$ cat config.mk
export PLATFORM = sky130hd
export DESIGN_NAME = character_motion_controller_flat
export DESIGN_NICKNAME = d
export VERILOG_FILES = /design/src/rtl/character_motion_controller_if.sv /design/src/rtl/character_motion_controller.sv /design/src/flat_wrapper.sv
export SDC_FILE = /design/constraint.sdc
export NUM_CORES = 1
export LEC_CHECK = 0
export BUFFER_PORTS_ARGS = -buffer_cell sky130_fd_sc_hd__buf_2
export CORE_ASPECT_RATIO = 1.4
export CORE_MARGIN = 2
export CORE_UTILIZATION = 58
export CTS_CLUSTER_DIAMETER = 50
export DETAILED_ROUTE_END_ITERATION = 8
export PLACE_DENSITY_LB_ADDON = 0.2
export SLEW_MARGIN = 20
export SYNTH_ARGS = -nofsm -noshare
export SYNTH_HDL_FRONTEND = slang
export SYNTH_SLANG_ARGS = --single-unit
$ cat constraint.sdc
create_clock -name sys_clk -period 5.3 [get_ports sys_clk]
set_clock_uncertainty 0.2 [all_clocks]
set_input_delay 0.265 -clock sys_clk [delete_from_list [all_inputs] [get_ports sys_clk]]
set_output_delay 0.265 -clock sys_clk [all_outputs]
set_load 0.005 [all_outputs]
$ cat src/rtl/character_motion_controller_if.sv
// Signal bundle between the player input/terrain logic and the motion controller.
// The master drives buttons, tick and contact flags; the slave returns motion state.
interface character_motion_controller_if #(
    parameter int SIGNED_PHY_WIDTH = 17,
    parameter int CHARGE_WIDTH     = 4
);
    logic                               character_clk;
    logic                               btn_left;
    logic                               btn_right;
    logic                               btn_jump;
    logic                               freeze;
    logic                               on_ground;
    logic                               hit_wall;
    logic                               hit_ceiling;
    logic [2:0]                         char_state;
    logic signed [SIGNED_PHY_WIDTH-1:0] vel_x;
    logic signed [SIGNED_PHY_WIDTH-1:0] vel_y;
    logic [CHARGE_WIDTH-1:0]            charge;
    logic                               face_left;

    modport master (
        output character_clk, btn_left, btn_right, btn_jump,
        output freeze, on_ground, hit_wall, hit_ceiling,
        input  char_state, vel_x, vel_y, charge, face_left
    );

    modport slave (
        input  character_clk, btn_left, btn_right, btn_jump,
        input  freeze, on_ground, hit_wall, hit_ceiling,
        output char_state, vel_x, vel_y, charge, face_left
    );
endinterface

$ cat src/rtl/character_motion_controller.sv
// Per-tick player movement FSM: buttons and terrain contacts in,
// character state and signed X/Y velocities out.
module character_motion_controller #(
    parameter int SIGNED_PHY_WIDTH = 17,
    parameter int MAX_VEL_Y        = 10,
    parameter int MAX_VEL_X        = 4,
    parameter int GRAVITY          = 1,
    parameter int LAND_TICKS       = 2,
    parameter int CHARGE_WIDTH     = $clog2(MAX_VEL_Y + 1)
) (
    input logic                          sys_clk,
    input logic                          sys_rst,
    character_motion_controller_if.slave bus
);
    localparam int W  = SIGNED_PHY_WIDTH;
    localparam int LW = $clog2(LAND_TICKS + 1);

    localparam logic signed [W-1:0]     ZERO = '0;
    localparam logic signed [W-1:0]     VX   = W'(MAX_VEL_X);
    localparam logic signed [W-1:0]     VY   = W'(MAX_VEL_Y);
    localparam logic signed [W-1:0]     GR   = W'(GRAVITY);
    localparam logic [CHARGE_WIDTH-1:0] CMAX = CHARGE_WIDTH'(MAX_VEL_Y);
    localparam logic [LW-1:0]           LEND = LW'(LAND_TICKS - 1);

    typedef enum logic [2:0] {
        S_IDLE      = 3'd0,
        S_LEFT      = 3'd1,
        S_RIGHT     = 3'd2,
        S_CHARGE    = 3'd3,
        S_JUMP      = 3'd4,
        S_COLLISION = 3'd5,
        S_FALL      = 3'd6,
        S_HOLD      = 3'd7
    } state_e;

    state_e                  state_q, state_d;
    state_e                  saved_q, saved_d;
    logic signed [W-1:0]     vel_x_q, vel_x_d;
    logic signed [W-1:0]     vel_y_q, vel_y_d;
    logic [CHARGE_WIDTH-1:0] charge_q, charge_d;
    logic                    face_q, face_d;
    logic [LW-1:0]           land_q, land_d;

    logic signed [W-1:0] vy_dec;
    logic signed [W-1:0] vy_air;
    logic                one_left;
    logic                one_right;
    logic                landing;

    // Airborne vertical update: ceiling stops upward motion, else gravity
    // pulls down with the fall speed clamped at -MAX_VEL_Y.
    always_comb begin
        one_left  = bus.btn_left & ~bus.btn_right;
        one_right = bus.btn_right & ~bus.btn_left;
        vy_dec    = vel_y_q - GR;
        landing   = bus.on_ground && (vel_y_q <= ZERO);
        if (bus.hit_ceiling && (vel_y_q > ZERO)) begin
            vy_air = ZERO;
        end else if (vy_dec < -VY) begin
            vy_air = -VY;
        end else begin
            vy_air = vy_dec;
        end
    end

    always_comb begin
        state_d  = state_q;
        saved_d  = saved_q;
        vel_x_d  = vel_x_q;
        vel_y_d  = vel_y_q;
        charge_d = charge_q;
        face_d   = face_q;
        land_d   = land_q;
        if (bus.freeze) begin
            if (state_q != S_HOLD) begin
                saved_d = state_q;
                state_d = S_HOLD;
            end
        end else begin
            unique case (state_q)
                S_HOLD: begin
                    state_d = saved_q;
                end
                S_IDLE, S_LEFT, S_RIGHT: begin
                    vel_y_d = ZERO;
                    if (!bus.on_ground) begin
                        state_d = S_JUMP;
                    end else if (bus.btn_jump) begin
                        state_d  = S_CHARGE;
                        charge_d = CHARGE_WIDTH'(1);
                        vel_x_d  = ZERO;
                    end else if (one_left) begin
                        state_d = S_LEFT;
                        vel_x_d = -VX;
                        face_d  = 1'b1;
                    end else if (one_right) begin
                        state_d = S_RIGHT;
                        vel_x_d = VX;
                        face_d  = 1'b0;
                    end else begin
                        state_d = S_IDLE;
                        vel_x_d = ZERO;
                    end
                end
                S_CHARGE: begin
                    if (!bus.on_ground) begin
                        state_d  = S_JUMP;
                        vel_y_d  = ZERO;
                        charge_d = '0;
                    end else if (bus.btn_jump) begin
                        if (charge_q < CMAX) begin
                            charge_d = charge_q + 1'b1;
                        end
                    end else begin
                        state_d  = S_JUMP;
                        vel_y_d  = W'(charge_q);
                        charge_d = '0;
                        if (one_left) begin
                            vel_x_d = -VX;
                            face_d  = 1'b1;
                        end else if (one_right) begin
                            vel_x_d = VX;
                            face_d  = 1'b0;
                        end else begin
                            vel_x_d = ZERO;
                        end
                    end
                end
                S_JUMP, S_COLLISION: begin
                    // Touching down wins over any wall contact this tick.
                    if (landing) begin
                        state_d = S_FALL;
                        vel_x_d = ZERO;
                        land_d  = '0;
                    end else begin
                        vel_y_d = vy_air;
                        if (state_q == S_COLLISION) begin
                            state_d = S_JUMP;
                        end else if (bus.hit_wall) begin
                            state_d = S_COLLISION;
                            vel_x_d = -vel_x_q;
                            face_d  = ~face_q;
                        end
                    end
                end
                S_FALL: begin
                    vel_y_d = ZERO;
                    if (!bus.on_ground) begin
                        state_d = S_JUMP;
                    end else if (land_q >= LEND) begin
                        state_d = S_IDLE;
                    end else begin
                        land_d = land_q + 1'b1;
                    end
                end
                default: begin
                    state_d = S_IDLE;
                end
            endcase
        end
    end

    always_ff @(posedge sys_clk) begin
        if (sys_rst) begin
            state_q  <= S_IDLE;
            saved_q  <= S_IDLE;
            vel_x_q  <= '0;
            vel_y_q  <= '0;
            charge_q <= '0;
            face_q   <= 1'b0;
            land_q   <= '0;
        end else if (bus.character_clk) begin
            state_q  <= state_d;
            saved_q  <= saved_d;
            vel_x_q  <= vel_x_d;
            vel_y_q  <= vel_y_d;
            charge_q <= charge_d;
            face_q   <= face_d;
            land_q   <= land_d;
        end
    end

    assign bus.char_state = state_q;
    assign bus.vel_x      = vel_x_q;
    assign bus.vel_y      = vel_y_q;
    assign bus.charge     = charge_q;
    assign bus.face_left  = face_q;
endmodule

$ cat src/flat_wrapper.sv
// flat-port wrapper written by rule: the top's interface ports become plain ports
module character_motion_controller_flat 
#(
    parameter int SIGNED_PHY_WIDTH = 17,
    parameter int MAX_VEL_Y        = 10,
    parameter int MAX_VEL_X        = 4,
    parameter int GRAVITY          = 1,
    parameter int LAND_TICKS       = 2,
    parameter int CHARGE_WIDTH     = $clog2(MAX_VEL_Y + 1)
)
  (sys_clk, sys_rst, bus_character_clk, bus_btn_left, bus_btn_right, bus_btn_jump, bus_freeze, bus_on_ground, bus_hit_wall, bus_hit_ceiling, bus_char_state, bus_vel_x, bus_vel_y, bus_charge, bus_face_left);
  character_motion_controller_if #(.SIGNED_PHY_WIDTH(SIGNED_PHY_WIDTH), .CHARGE_WIDTH(CHARGE_WIDTH)) bus_i ();
  input logic sys_clk;
  input logic sys_rst;
  input wire logic [$bits(bus_i.character_clk)-1:0] bus_character_clk;
  input wire logic [$bits(bus_i.btn_left)-1:0] bus_btn_left;
  input wire logic [$bits(bus_i.btn_right)-1:0] bus_btn_right;
  input wire logic [$bits(bus_i.btn_jump)-1:0] bus_btn_jump;
  input wire logic [$bits(bus_i.freeze)-1:0] bus_freeze;
  input wire logic [$bits(bus_i.on_ground)-1:0] bus_on_ground;
  input wire logic [$bits(bus_i.hit_wall)-1:0] bus_hit_wall;
  input wire logic [$bits(bus_i.hit_ceiling)-1:0] bus_hit_ceiling;
  output wire logic [$bits(bus_i.char_state)-1:0] bus_char_state;
  output wire logic [$bits(bus_i.vel_x)-1:0] bus_vel_x;
  output wire logic [$bits(bus_i.vel_y)-1:0] bus_vel_y;
  output wire logic [$bits(bus_i.charge)-1:0] bus_charge;
  output wire logic [$bits(bus_i.face_left)-1:0] bus_face_left;
  assign bus_i.character_clk = bus_character_clk;
  assign bus_i.btn_left = bus_btn_left;
  assign bus_i.btn_right = bus_btn_right;
  assign bus_i.btn_jump = bus_btn_jump;
  assign bus_i.freeze = bus_freeze;
  assign bus_i.on_ground = bus_on_ground;
  assign bus_i.hit_wall = bus_hit_wall;
  assign bus_i.hit_ceiling = bus_hit_ceiling;
  assign bus_char_state = bus_i.char_state;
  assign bus_vel_x = bus_i.vel_x;
  assign bus_vel_y = bus_i.vel_y;
  assign bus_charge = bus_i.charge;
  assign bus_face_left = bus_i.face_left;
  character_motion_controller #(.SIGNED_PHY_WIDTH(SIGNED_PHY_WIDTH), .MAX_VEL_Y(MAX_VEL_Y), .MAX_VEL_X(MAX_VEL_X), .GRAVITY(GRAVITY), .LAND_TICKS(LAND_TICKS), .CHARGE_WIDTH(CHARGE_WIDTH)) u_core (.sys_clk(sys_clk), .sys_rst(sys_rst), .bus(bus_i));
endmodule
==> metrics.md <==
| Metric | Value |
|---|---|
| Outcome | completed |
| Most frequent cells in the layout | 51 x buf_2, 47 x dfxtp_1, 40 x nand2_1, 36 x nor2_1, 35 x a21oi_1 |
| Area taken by multi-input logic gates | approximately 2200 um^2 |
| CTS resizes | 0 |
| Worst rel slew slack | 0.366 |
| Post-synth EDFFs | 0 |
| Mapped Avg Cell Area | 7.59 um^2 |
| Placed cell count | 532 |
| Post-synth cell types | 73 |
| Max-slew violation count | 0 |
| Max Cap Violations | 0 |
| DR WL/cell | 17.5 um |
| HPWL Detailed | 6700 um |
| Largest net degree at the start of global routing | 49 |
| Cell row count | 32 |
| Max incr delay on CP | 680 ps |
| Clk Latency, worst-skew pair | 300 ps |
| Die Wd | 68.6 um |
| Critical path, cell by cell | inv_1 -> ha_1 -> or4b_1 -> or3_1 -> o31ai_1 -> o2111ai_1 -> or4_1 -> ha_1 -> or4b_2 -> a21oi_1 -> nor3_1 |
| WL final | between 9000 and 10000 um |
| Ys async rst share | 0 |
| Synth Register Bits | 47 |
| Leakage power | 1.51 nW |
| Clock Root Buffer | clkbuf_8 |
| Fin cells | 540 |
| Share of cells above drive strength 1 | 0.165 |
| Max FO, Critical Path | 9 |
| CP startpoint kind | flip-flop |
| Antenna diode count | 0 |
| Initial core utilization | 0.609 |
| Via count of the first global-routing pass | between 3000 and 4000 |
| CP most frequent cell | ha_1 |
| Chip height | 94.5 um |
| Register-to-Register Path Depth | 11 |
| Clock buffer depth | 2 |
| WP buf/inv | 1 |
| PD cells | 264 nW/um^2 |
| Area grow syn2layout | 8.97% |
| Io pins | 52 |
| Hold depth | 4 |
| Syn Inst Count | 447 |
| Critical Path AT | about 4200 ps |
| Least-Margin Pin Slew | 951 ps |
| First-pass GRT wire length | 15300 um |
| Commonest register cell after synthesis | dfxtp_1 |
| Vias per cell | 6.71 |
| Worst Setup SP | u_core.bus.vel_y[0] |
| Seq/Total Area, Yosys | 0.277 |
| # setup viols final | 0 |
| Post-CTS Setup Inserts | 0 |
| Clock H-tree levels | 2 |
| Crit path kind | reg -> reg |
| Routed vias | between 3000 and 4000 |
| YS warnings | 0 |
| Final nets | between 400 and 500 |
| Syn Std Cell Area | 3390 um^2 |
| Worst hold path class | in -> reg |
| All-Layer GR Usage | 0.301 |
| Initial antenna violation count | 0 |
| Port Buf Inserts | 51 |
| CP required | between 5000 and 6000 ps |
| Mapped Nets | 465 |
| Commonest non-fill, non-tap cell in the layout | buf_2 |
| Worst vdd ir | between 150 and 200 uV |
| Clock transition at the registers of the reported paths | around 90 ps |
| Critical path depth in cells | 11 |
| Total CTS buffers | 5 |
| Delay-heaviest family, CP | simple AND/OR/NAND/NOR gates |
| Core area | roughly 5600 um^2 |
| RSZ-0062 raised after global routing | no |
| Setup TNS | 0 ps |
| Period utilisation layout | 0.796 |
| CTS tree | yes |
| Initial DRT Pass Iterations | 5 |
| Worst R2R Start | u_core.bus.vel_y[0] |
| Hold_buf cts | 0 |
| Die area | between 6000 and 7000 um^2 |
| Initial detailed-routing violation count | 335 |
| Reg area | 941 um^2 |
| GRT overflow | 0 |
| Tot Pwr | ~970 uW |
| Routability Congestion | approximately 0.96 |
| Sinks on Clock Net | 47 |
| Highest clock rate | 237 MHz |
| CP Capture Type | flip-flop |
| Min-delay src | bus_hit_wall |
| Hold Vio Cnt, Final | 0 |
| Tmin final | 4220 ps |
| Final-layout fill cell count | approximately 500 |
| Slowest CP cell | or4b_2 |
| DRC Markers | 0 |
| Routed Antenna Nets | 0 |
[worst paths after layout]
kind / to / slack, ps
setup reg to reg: u_core.bus.vel_y[14] / 1080
hold reg to reg: u_core.land_q[1] / 280
hold / removal: u_core.bus.char_state[0] / 180
setup / recovery: u_core.bus.vel_y[14] / 1080
[registers in the layout, indices dropped and copies added, names as in the netlist]
| name | flops |
|---|---|
| u_core.bus.vel_y | 17 |
| u_core.bus.vel_x | 17 |
| u_core.bus.face_left | 1 |
| u_core.land_q | 2 |
| u_core.bus.charge | 4 |
| u_core.saved_q | 3 |
| u_core.bus.char_state | 3 |
[power by group]
part	total, mW	internal [mW]	switching, mW
combinational	0.327	0.126	0.201
sequential	0.402	0.367	0.0343
clock	0.246	0.119	0.126
total	0.974	0.613	0.361
[layer usage]
layer	track usage	vias to the layer above	wire length [um]
met5	0	-	0
met4	0.142	0	296
met3	0.0322	27	399
met2	0.518	131	4870
met1	0.363	1709	3870
li1	-	1755	-
[worst register-to-register path: stages, from the launching register on]
cell and delay [ps]:
dfxtp_1 370, inv_1 120, ha_1 320, or4b_1 510, or3_1 370, o31ai_1 210
o2111ai_1 130, or4_1 530, ha_1 400, or4b_2 690, a21oi_1 160, nor3_1 60
[per-stage QoR]
stage | utilization | hold WS [ps] | instance area [um^2] | worst slack, ps
after global routing | 0.664 | 203 | 3690 | 814
after CTS | 0.663 | 164 | 3690 | 1120
after detailed placement | 0.645 | 273 | 3590 | 1140
after floorplan | - | 250 | 3390 | 1300
after global placement | 0.645 | 260 | 3590 | 1180
final | 0.664 | 176 | 3690 | 1080
[final cells by class]
cell class / count / area share
multi-input combinational: 347 / 0.606
clock buffer: 8 / 0.0271
tap: 68 / 0.0230
inverter: 18 / 0.0183
sequential: 47 / 0.255
timing repair buffer: 52 / 0.0711
[cells by family (layout without fill, tap and decap cells)]
family	count (synthesis)	in the layout	synth area share
adders and majority gates	8	8	0.0295
AOI/OAI and AO/OA	153	153	0.319
muxes	4	4	0.0118
and+or+nand+nor	176	176	0.283
DFF	47	47	0.277
xor gates and xnor gates	6	6	0.0155
buffers and inverters	53	78	0.0638
[synth_stat cells (4+ instances only)]
master    count  area (um^2)
o21ai_0      22          110
a31oi_1       7         43.8
a221o_1       5         50.1
nor4b_1       4         35.0
nand2_1      40          150
o211ai_1      5         37.5
nand4_1       4         25.0
a41oi_1       6         52.6
ha_1          8          100
buf_2         8         40.0
or4_1         6         45.0
a21o_1        6         45.0
nor2b_1       4         25.0
a211oi_1     15          113
inv_1        18         67.6
nand2b_1      9         56.3
o31ai_1       5         37.5
a21oi_1      35          175
nor4_1        7         43.8
or3_1         9         56.3
and3_1        4         25.0
nand3_1      10         50.1
mux2i_1       4         40.0
dfxtp_1      47          941
clkbuf_1     24         90.1
nor2_1       36          135
nor3_1       22          110
xnor2_1       5         43.8
(Power assumes the default switching activity.)
